`config.mk`:
```
export PLATFORM = sky130hd
export DESIGN_NAME = even_parity_encoder_tx
export DESIGN_NICKNAME = d
export VERILOG_FILES = /design/src/rtl/even_parity_encoder_tx.sv
export SDC_FILE = /design/constraint.sdc
export NUM_CORES = 1
export LEC_CHECK = 0
export ABC_AREA = 1
export CAP_MARGIN = 10
export CELL_PAD_IN_SITES_DETAIL_PLACEMENT = 0
export CELL_PAD_IN_SITES_GLOBAL_PLACEMENT = 1
export CORE_MARGIN = 2
export CORE_UTILIZATION = 38
export CTS_CLUSTER_SIZE = 28
export DETAILED_ROUTE_END_ITERATION = 6
export PLACE_DENSITY = 0.8
export SKIP_LAST_GASP = 1
export SLEW_MARGIN = 10
export SYNTH_ARGS = -nofsm -noshare
export SYNTH_HDL_FRONTEND = slang
export SYNTH_SLANG_ARGS = --single-unit
export TNS_END_PERCENT = 5
```
`constraint.sdc`:
```
create_clock -name clk -period 3.3 [get_ports clk]
set_input_delay 0.66 -clock clk [delete_from_list [all_inputs] [get_ports clk]]
set_output_delay 0.66 -clock clk [all_outputs]
set_load 0.03 [all_outputs]
```
`src/rtl/even_parity_encoder_tx.sv`:
```
// Parity encoder / serializer: accepts a word over valid/ready, shifts out data LSB first then parity.
// Build option: define ODD_PARITY_EN to generate odd parity instead of even parity.
module even_parity_encoder_tx #(
    parameter int DATA_W = 4,
    parameter int CNT_W  = 8
) (
    input  logic              clk,
    input  logic              rst,
    input  logic              in_valid,
    input  logic [DATA_W-1:0] in_data,
    output logic              in_ready,
    output logic              tx_bit,
    output logic              tx_valid,
    output logic              tx_last,
    output logic [DATA_W:0]   code_word,
    output logic [CNT_W-1:0]  frame_cnt
);

    localparam int IDX_W = $clog2(DATA_W + 1);
    localparam logic [IDX_W-1:0] LAST_IDX = IDX_W'(DATA_W);

    typedef enum logic [0:0] {
        ST_IDLE  = 1'b0,
        ST_SHIFT = 1'b1
    } state_t;

    state_t              state_r;
    state_t              state_nxt_s;
    logic [DATA_W:0]     shreg_r;
    logic [IDX_W-1:0]    bit_idx_r;
    logic [DATA_W:0]     code_word_r;
    logic [CNT_W-1:0]    frame_cnt_r;
    logic                last_s;
    logic                ready_s;
    logic                accept_s;
    logic [DATA_W:0]     code_s;

    function automatic logic parity_of(input logic [DATA_W-1:0] d);
`ifdef ODD_PARITY_EN
        return ~^d;
`else
        return ^d;
`endif
    endfunction

    // Handshake and codeword formation
    always_comb begin
        last_s   = 1'b0;
        ready_s  = 1'b0;
        accept_s = 1'b0;
        code_s   = {parity_of(in_data), in_data};
        if (state_r == ST_SHIFT) begin
            last_s  = (bit_idx_r == LAST_IDX);
            ready_s = last_s;
        end else begin
            last_s  = 1'b0;
            ready_s = 1'b1;
        end
        accept_s = in_valid && ready_s;
    end

    // State register
    always_ff @(posedge clk or posedge rst) begin
        if (rst) begin
            state_r <= ST_IDLE;
        end else begin
            state_r <= state_nxt_s;
        end
    end

    // Next-state logic; a word accepted on the parity cycle chains straight into the next frame
    always_comb begin
        state_nxt_s = state_r;
        case (state_r)
            ST_IDLE: begin
                if (accept_s) begin
                    state_nxt_s = ST_SHIFT;
                end else begin
                    state_nxt_s = ST_IDLE;
                end
            end
            ST_SHIFT: begin
                if (last_s && !accept_s) begin
                    state_nxt_s = ST_IDLE;
                end else begin
                    state_nxt_s = ST_SHIFT;
                end
            end
            default: state_nxt_s = ST_IDLE;
        endcase
    end

    // Shift register, bit index and held codeword
    always_ff @(posedge clk or posedge rst) begin
        if (rst) begin
            shreg_r     <= '0;
            bit_idx_r   <= '0;
            code_word_r <= '0;
        end else if (accept_s) begin
            shreg_r     <= code_s;
            bit_idx_r   <= '0;
            code_word_r <= code_s;
        end else if (state_r == ST_SHIFT) begin
            shreg_r     <= {1'b0, shreg_r[DATA_W:1]};
            bit_idx_r   <= bit_idx_r + IDX_W'(1);
            code_word_r <= code_word_r;
        end else begin
            shreg_r     <= shreg_r;
            bit_idx_r   <= bit_idx_r;
            code_word_r <= code_word_r;
        end
    end

    // Completed-frame counter, wraps naturally
    always_ff @(posedge clk or posedge rst) begin
        if (rst) begin
            frame_cnt_r <= '0;
        end else if (last_s) begin
            frame_cnt_r <= frame_cnt_r + CNT_W'(1);
        end else begin
            frame_cnt_r <= frame_cnt_r;
        end
    end

    // Output decode from registered state only, so async reset clears them at once
    always_comb begin
        tx_valid  = 1'b0;
        tx_bit    = 1'b0;
        tx_last   = 1'b0;
        in_ready  = ready_s;
        code_word = code_word_r;
        frame_cnt = frame_cnt_r;
        case (state_r)
            ST_SHIFT: begin
                tx_valid = 1'b1;
                tx_bit   = shreg_r[0];
                tx_last  = last_s;
            end
            ST_IDLE: begin
                tx_valid = 1'b0;
                tx_bit   = 1'b0;
                tx_last  = 1'b0;
            end
            default: begin
                tx_valid = 1'b0;
                tx_bit   = 1'b0;
                tx_last  = 1'b0;
            end
        endcase
    end

endmodule

```
**Word-level counts from Yosys, hierarchy flattened**

Cells that the tools add are included.

- Register bits after elaboration: 22
- Bits of input ports: 7
- Output and inout bits: 17
- Word-level logic and storage cells: 26

- $add $sub $neg: 2
- Equal/unequal tests: 1
- Muxes and demuxes: 12
- Bitwise gates (word level): 1
- Reductions and logical operators: 5

Operator list:

| operator | number |
|---|---|
| $mux W5 | 2 |
| $add A8 B1 Y8 const B | 1 |
| $pmux W1 S2 | 4 |
| $mux W3 | 2 |
| $mux W1 | 4 |
| $reduce_xor A4 Y1 | 1 |
| $add A3 B1 Y3 const B | 1 |
| $eq A3 B3 Y1 const B | 1 |
| $logic_and A1 B1 Y1 | 2 |
| $reduce_bool A2 Y1 | 1 |
| $logic_not A1 Y1 | 1 |
| $not A1 Y1 | 1 |

**Depth between registers and ports, before layout**

- Depth after elaboration: 7
- Mapped depth: 9
- Depth with buffers taken out: 9

**Least setup slack after synthesis**

No wires, ideal clock.

- Kind: register -> output
- From: register state_r
- To: output tx_last
- Arrival: 982 ps
- Data required time: 2640 ps
- Slack: 1658 ps
- Stages on the path, launching flop included: 3
- Buffers on the path: 0
- Cells stage by stage: dfrtp_1 -> inv_2 -> nor2_4

- Cells in the longest elaborated chain, start to end: 2
- Elaborated cells on any way between the ends: 3
- Classes of those cells: 2 x mux; 1 x bitwise

RTL lines:

| element | line | source |
|---|---|---|
| start: declaration | 27 | `state_t state_r;` |
| start signal: assignment | 67 | `state_r <= state_nxt_s;` |
| $mux W1 or $not A1 Y1 (tied branches) | 52, 133 |  |
| $pmux W1 S2 (*) | 133 | `case (state_r)` |
| end: declaration | 14 | `output logic tx_last,` |

Mark *: on every way between the ends. The rest lies on a longest branch, timed or not.

**Worst setup path after layout**

- From: register bit_idx_r[0]
- To: output tx_last

- Cells in the longest elaborated chain, start to end: 3

RTL lines:

| element | line | source |
|---|---|---|
| start: declaration | 30 | `logic [IDX_W-1:0] bit_idx_r;` |
| start signal: assignment | 105 | `bit_idx_r <= bit_idx_r + IDX_W'(1);` |
| start signal: assignment | 109 | `bit_idx_r <= bit_idx_r;` |
| $eq A3 B3 Y1 | 53 | `last_s = (bit_idx_r == LAST_IDX);` |
| $mux W1 | 52 | `if (state_r == ST_SHIFT) begin` |
| $pmux W1 S2 | 133 |  |

Every way passes these cells.

==> flow_summary_export.csv <==
group,metric,value,unit
run_status,run_status,"complete, no violations",
clock_network,insertion_delay,0.31,ns
synth,synth_seq_cells,22,
min_path,min_path_cells,2,
sta,timing_worst_slew_pin_value,0.842,ns
routing,detail_route.wl_per_cell,10.6,microns
sta,slew-limit-headroom,43.8,%
setup_path,cp_data_arrival_time,1.94,ns
synth,synth.lib_cells_used.distinct,16,
placed_design,finalWeightedCongestion,0.771,
routing,route.vias.total,953,
finish,fillers,278,
synth,netlist_instances,147,
routing,drt_pre_antenna_iters,4,
pwr,internal-power,659,uW
sta,max_freq,385,MHz
finish,nNetsFinal,184,
finish,n_antenna_cell,0,
floorplanning,initial_standard_cell_utilization_of_the_core,40.3,%
floorplanning,floorplan.io_pins,24,
pwr,swShare,43.9,%
clock_network,cts_htree_levels,1,
pwr,power_leakage,0.774,nW
routing,drt_iter0_markers,27,
floorplanning,row_count,19,
clock_network,cts_num_sinks,22,
global_routing,grt_start_max_net_pins,23,
floorplanning,full_die_area,3400,sq um
setup_path,critical_path.max_fanout,6,
floorplanning,dieHeight,58.3,microns
clock_network,cts_inserted_buffers,3,
sta,setup_total_negative_slack,0,ns
synth,syn-mean-instance-area,7.62,sq um
routing,viasPerCell,4.67,
routing,routed_wl,2.16,mm
pwr,pwr-share-seq,37.9,%
pwr,powerDensity,831,nW/um^2
setup_path,timing.critical_path.required,2.64,ns
floorplanning,die_width,58.3,microns
setup_path,path_class,"reg -> out",
synth,synth_fp_nets,157,
pwr,total_power,1.17,mW
clock_network,cts_repair_resize_count,0,
placed_design,placement.io_buffers,23,
sta,skew,0.00112,ns
setup_path,timing.critical_path.from_type,"register",
routing,postRouteAntennaNets,0,
global_routing,global_route.usage.total,15.0,%
sta,timing.final.max_slew_violations,0,
synth,yosysWarningCount,0,
pwr,power_frac_clock,13.0,%
global_routing,overflow,0,
clock_network,tritoncts,"done",
sta,timing.final.hold_violations,0,
clock_network,worst_setup_hold_path_clk_slew,0.12,ns
sta,grt_setup_unrepaired,"false",
min_path,hp-class,"reg -> reg",
pwr,vdd_drop_max,0.598,mV
global_routing,antenna_found_initial,0,
placed_design,hpwl,1.65,mm
clock_network,clock_tree.buffer_depth,2,
job,max_cap_viol_count,0,
synth,synth_sequential_area_ratio,49.2,%
floorplanning,design.core.area,2780,sq um
pwr,p_comb_share,49.1,%
setup_path,timing.critical_path.to_type,"output port",
clock_network,cts_hold_repair.buffers,0,
global_routing,grt_pass1_wl,3.91,mm
clock_network,cts_post_setup_buffers_inserted,0,
setup_path,reg2regPathDepth,9,
synth,cell_area_synth,1120,sq um
routing,drc,0,
sta,final_period_minus_worst_setup_slack,2.60,ns
finish,layout_cells_sized_above_1,8.09,%
pwr,p_switching,516,uW
finish,layout-area-overhead-vs-synth,26.3,%
clock_network,cts.root.buffer_cell,"sky130_fd_sc_hd__clkbuf_4",
global_routing,first_global_vias,947,
sta,fin_crit_share,78.7,%
sta,setup_violations,0,
flip-flops by register name, summed over array words and instances (netlist names):
register and cells:
frame_cnt 8, bit_idx_r 3, code_word 5, state_r 1
shreg_r 5
cells in the mapped netlist:
| master | n | area (sq um) |
|---|---|---|
| sky130_fd_sc_hd__xor2_1 | 4 | 35.0 |
| sky130_fd_sc_hd__nand3_1 | 11 | 55.1 |
| sky130_fd_sc_hd__inv_2 | 3 | 11.3 |
| sky130_fd_sc_hd__a21oi_1 | 1 | 5.00 |
| sky130_fd_sc_hd__ha_1 | 3 | 37.5 |
| sky130_fd_sc_hd__nor2_4 | 1 | 11.3 |
| sky130_fd_sc_hd__dfrtp_1 | 22 | 551 |
| sky130_fd_sc_hd__nor2_1 | 4 | 15.0 |
| sky130_fd_sc_hd__nand2_2 | 3 | 18.8 |
| sky130_fd_sc_hd__nand2_1 | 66 | 248 |
| sky130_fd_sc_hd__o21ai_1 | 2 | 10.0 |
| sky130_fd_sc_hd__buf_6 | 1 | 11.3 |
| sky130_fd_sc_hd__nand3_2 | 1 | 10.0 |
| sky130_fd_sc_hd__inv_1 | 21 | 78.8 |
| sky130_fd_sc_hd__o21ai_0 | 2 | 10.0 |
| sky130_fd_sc_hd__nor2_2 | 2 | 12.5 |
metal layers:
layer	track usage, %	wire length (microns)
met5	0	0
met4	6.98	53
met3	3.13	92
met2	27.1	1020
met1	16.6	988
final timing paths:
kind,from,to,slack [ns]
min,code_word[0],code_word[0],0.49
max,bit_idx_r[0],tx_last,0.70
min reg2reg,code_word[0],code_word[0],0.49
max in group asynchronous,rst,bit_idx_r[2],1.98
max reg2reg,bit_idx_r[0],shreg_r[1],1.83
min in group asynchronous,rst,code_word[0],0.80
metrics by stage:
stage                     hold WS [ns]  worst slack, ns  std cells  cell area, sq um  util (%)
after floorplan                  0.449             1.66        147              1120         -
after global placement           0.460             1.09        200              1380      49.5
after detailed placement         0.464             1.06        200              1380      49.5
after CTS                        0.494            0.688        204              1410      50.8
after global routing             0.511            0.590        204              1410      50.8
final                            0.490            0.704        204              1410      50.8
layout by cell type (no fill, tap or decap):
cell,instances
sky130_fd_sc_hd__clkdlybuf4s50_1,23
sky130_fd_sc_hd__inv_2,3
sky130_fd_sc_hd__nand2_1,66
sky130_fd_sc_hd__nand2_2,3
sky130_fd_sc_hd__xor2_1,4
sky130_fd_sc_hd__nand3_1,11
sky130_fd_sc_hd__nor2_2,2
sky130_fd_sc_hd__clkbuf_4,3
sky130_fd_sc_hd__nor2_1,4
sky130_fd_sc_hd__nand3_2,1
sky130_fd_sc_hd__o21ai_0,2
sky130_fd_sc_hd__a21oi_1,1
sky130_fd_sc_hd__nor2_4,1
sky130_fd_sc_hd__dfrtp_1,22
sky130_fd_sc_hd__ha_1,3
sky130_fd_sc_hd__clkbuf_8,1
sky130_fd_sc_hd__inv_1,21
sky130_fd_sc_hd__o21ai_1,2
worst max-delay path: stages, from the launching register on:
cell and delay (ns):
sky130_fd_sc_hd__dfrtp_1 0.42, sky130_fd_sc_hd__inv_1 0.08, sky130_fd_sc_hd__ha_1 0.19, sky130_fd_sc_hd__nand2_2 0.09
sky130_fd_sc_hd__nor2_4 0.14, sky130_fd_sc_hd__clkdlybuf4s50_1 0.69
logic make-up after synthesis:
| kind of cell | count (synthesis) | share of synthesized area, % |
|---|---|---|
| xor+xnor | 4 | 3.13 |
| buf+inv | 25 | 9.05 |
| flops | 22 | 49.2 |
| compound gates | 5 | 2.23 |
| simple gates | 88 | 33.1 |
| fa+ha+maj | 3 | 3.35 |
final cells by class:
type,count,area [sq um],share of cell area (%)
clock buffers,4,36.3,2.57
inverters,24,90.1,6.37
multi-input cells,100,468,33.1
flip-flops and latches,22,551,38.9
well taps,31,38.8,2.74
repair buffers,23,230,16.3
power by group through the flow:
stage / Clock, mW / Sequential, mW / Combinational, mW
global placement: 0 / 0.446 / 0.575
CTS: 0.158 / 0.447 / 0.586
detailed placement: 0 / 0.452 / 0.583
global route: 0.170 / 0.460 / 0.642
floorplan: 0 / 0.547 / 0.282
finish: 0.153 / 0.446 / 0.576
Power figures use the tool's default switching activity.
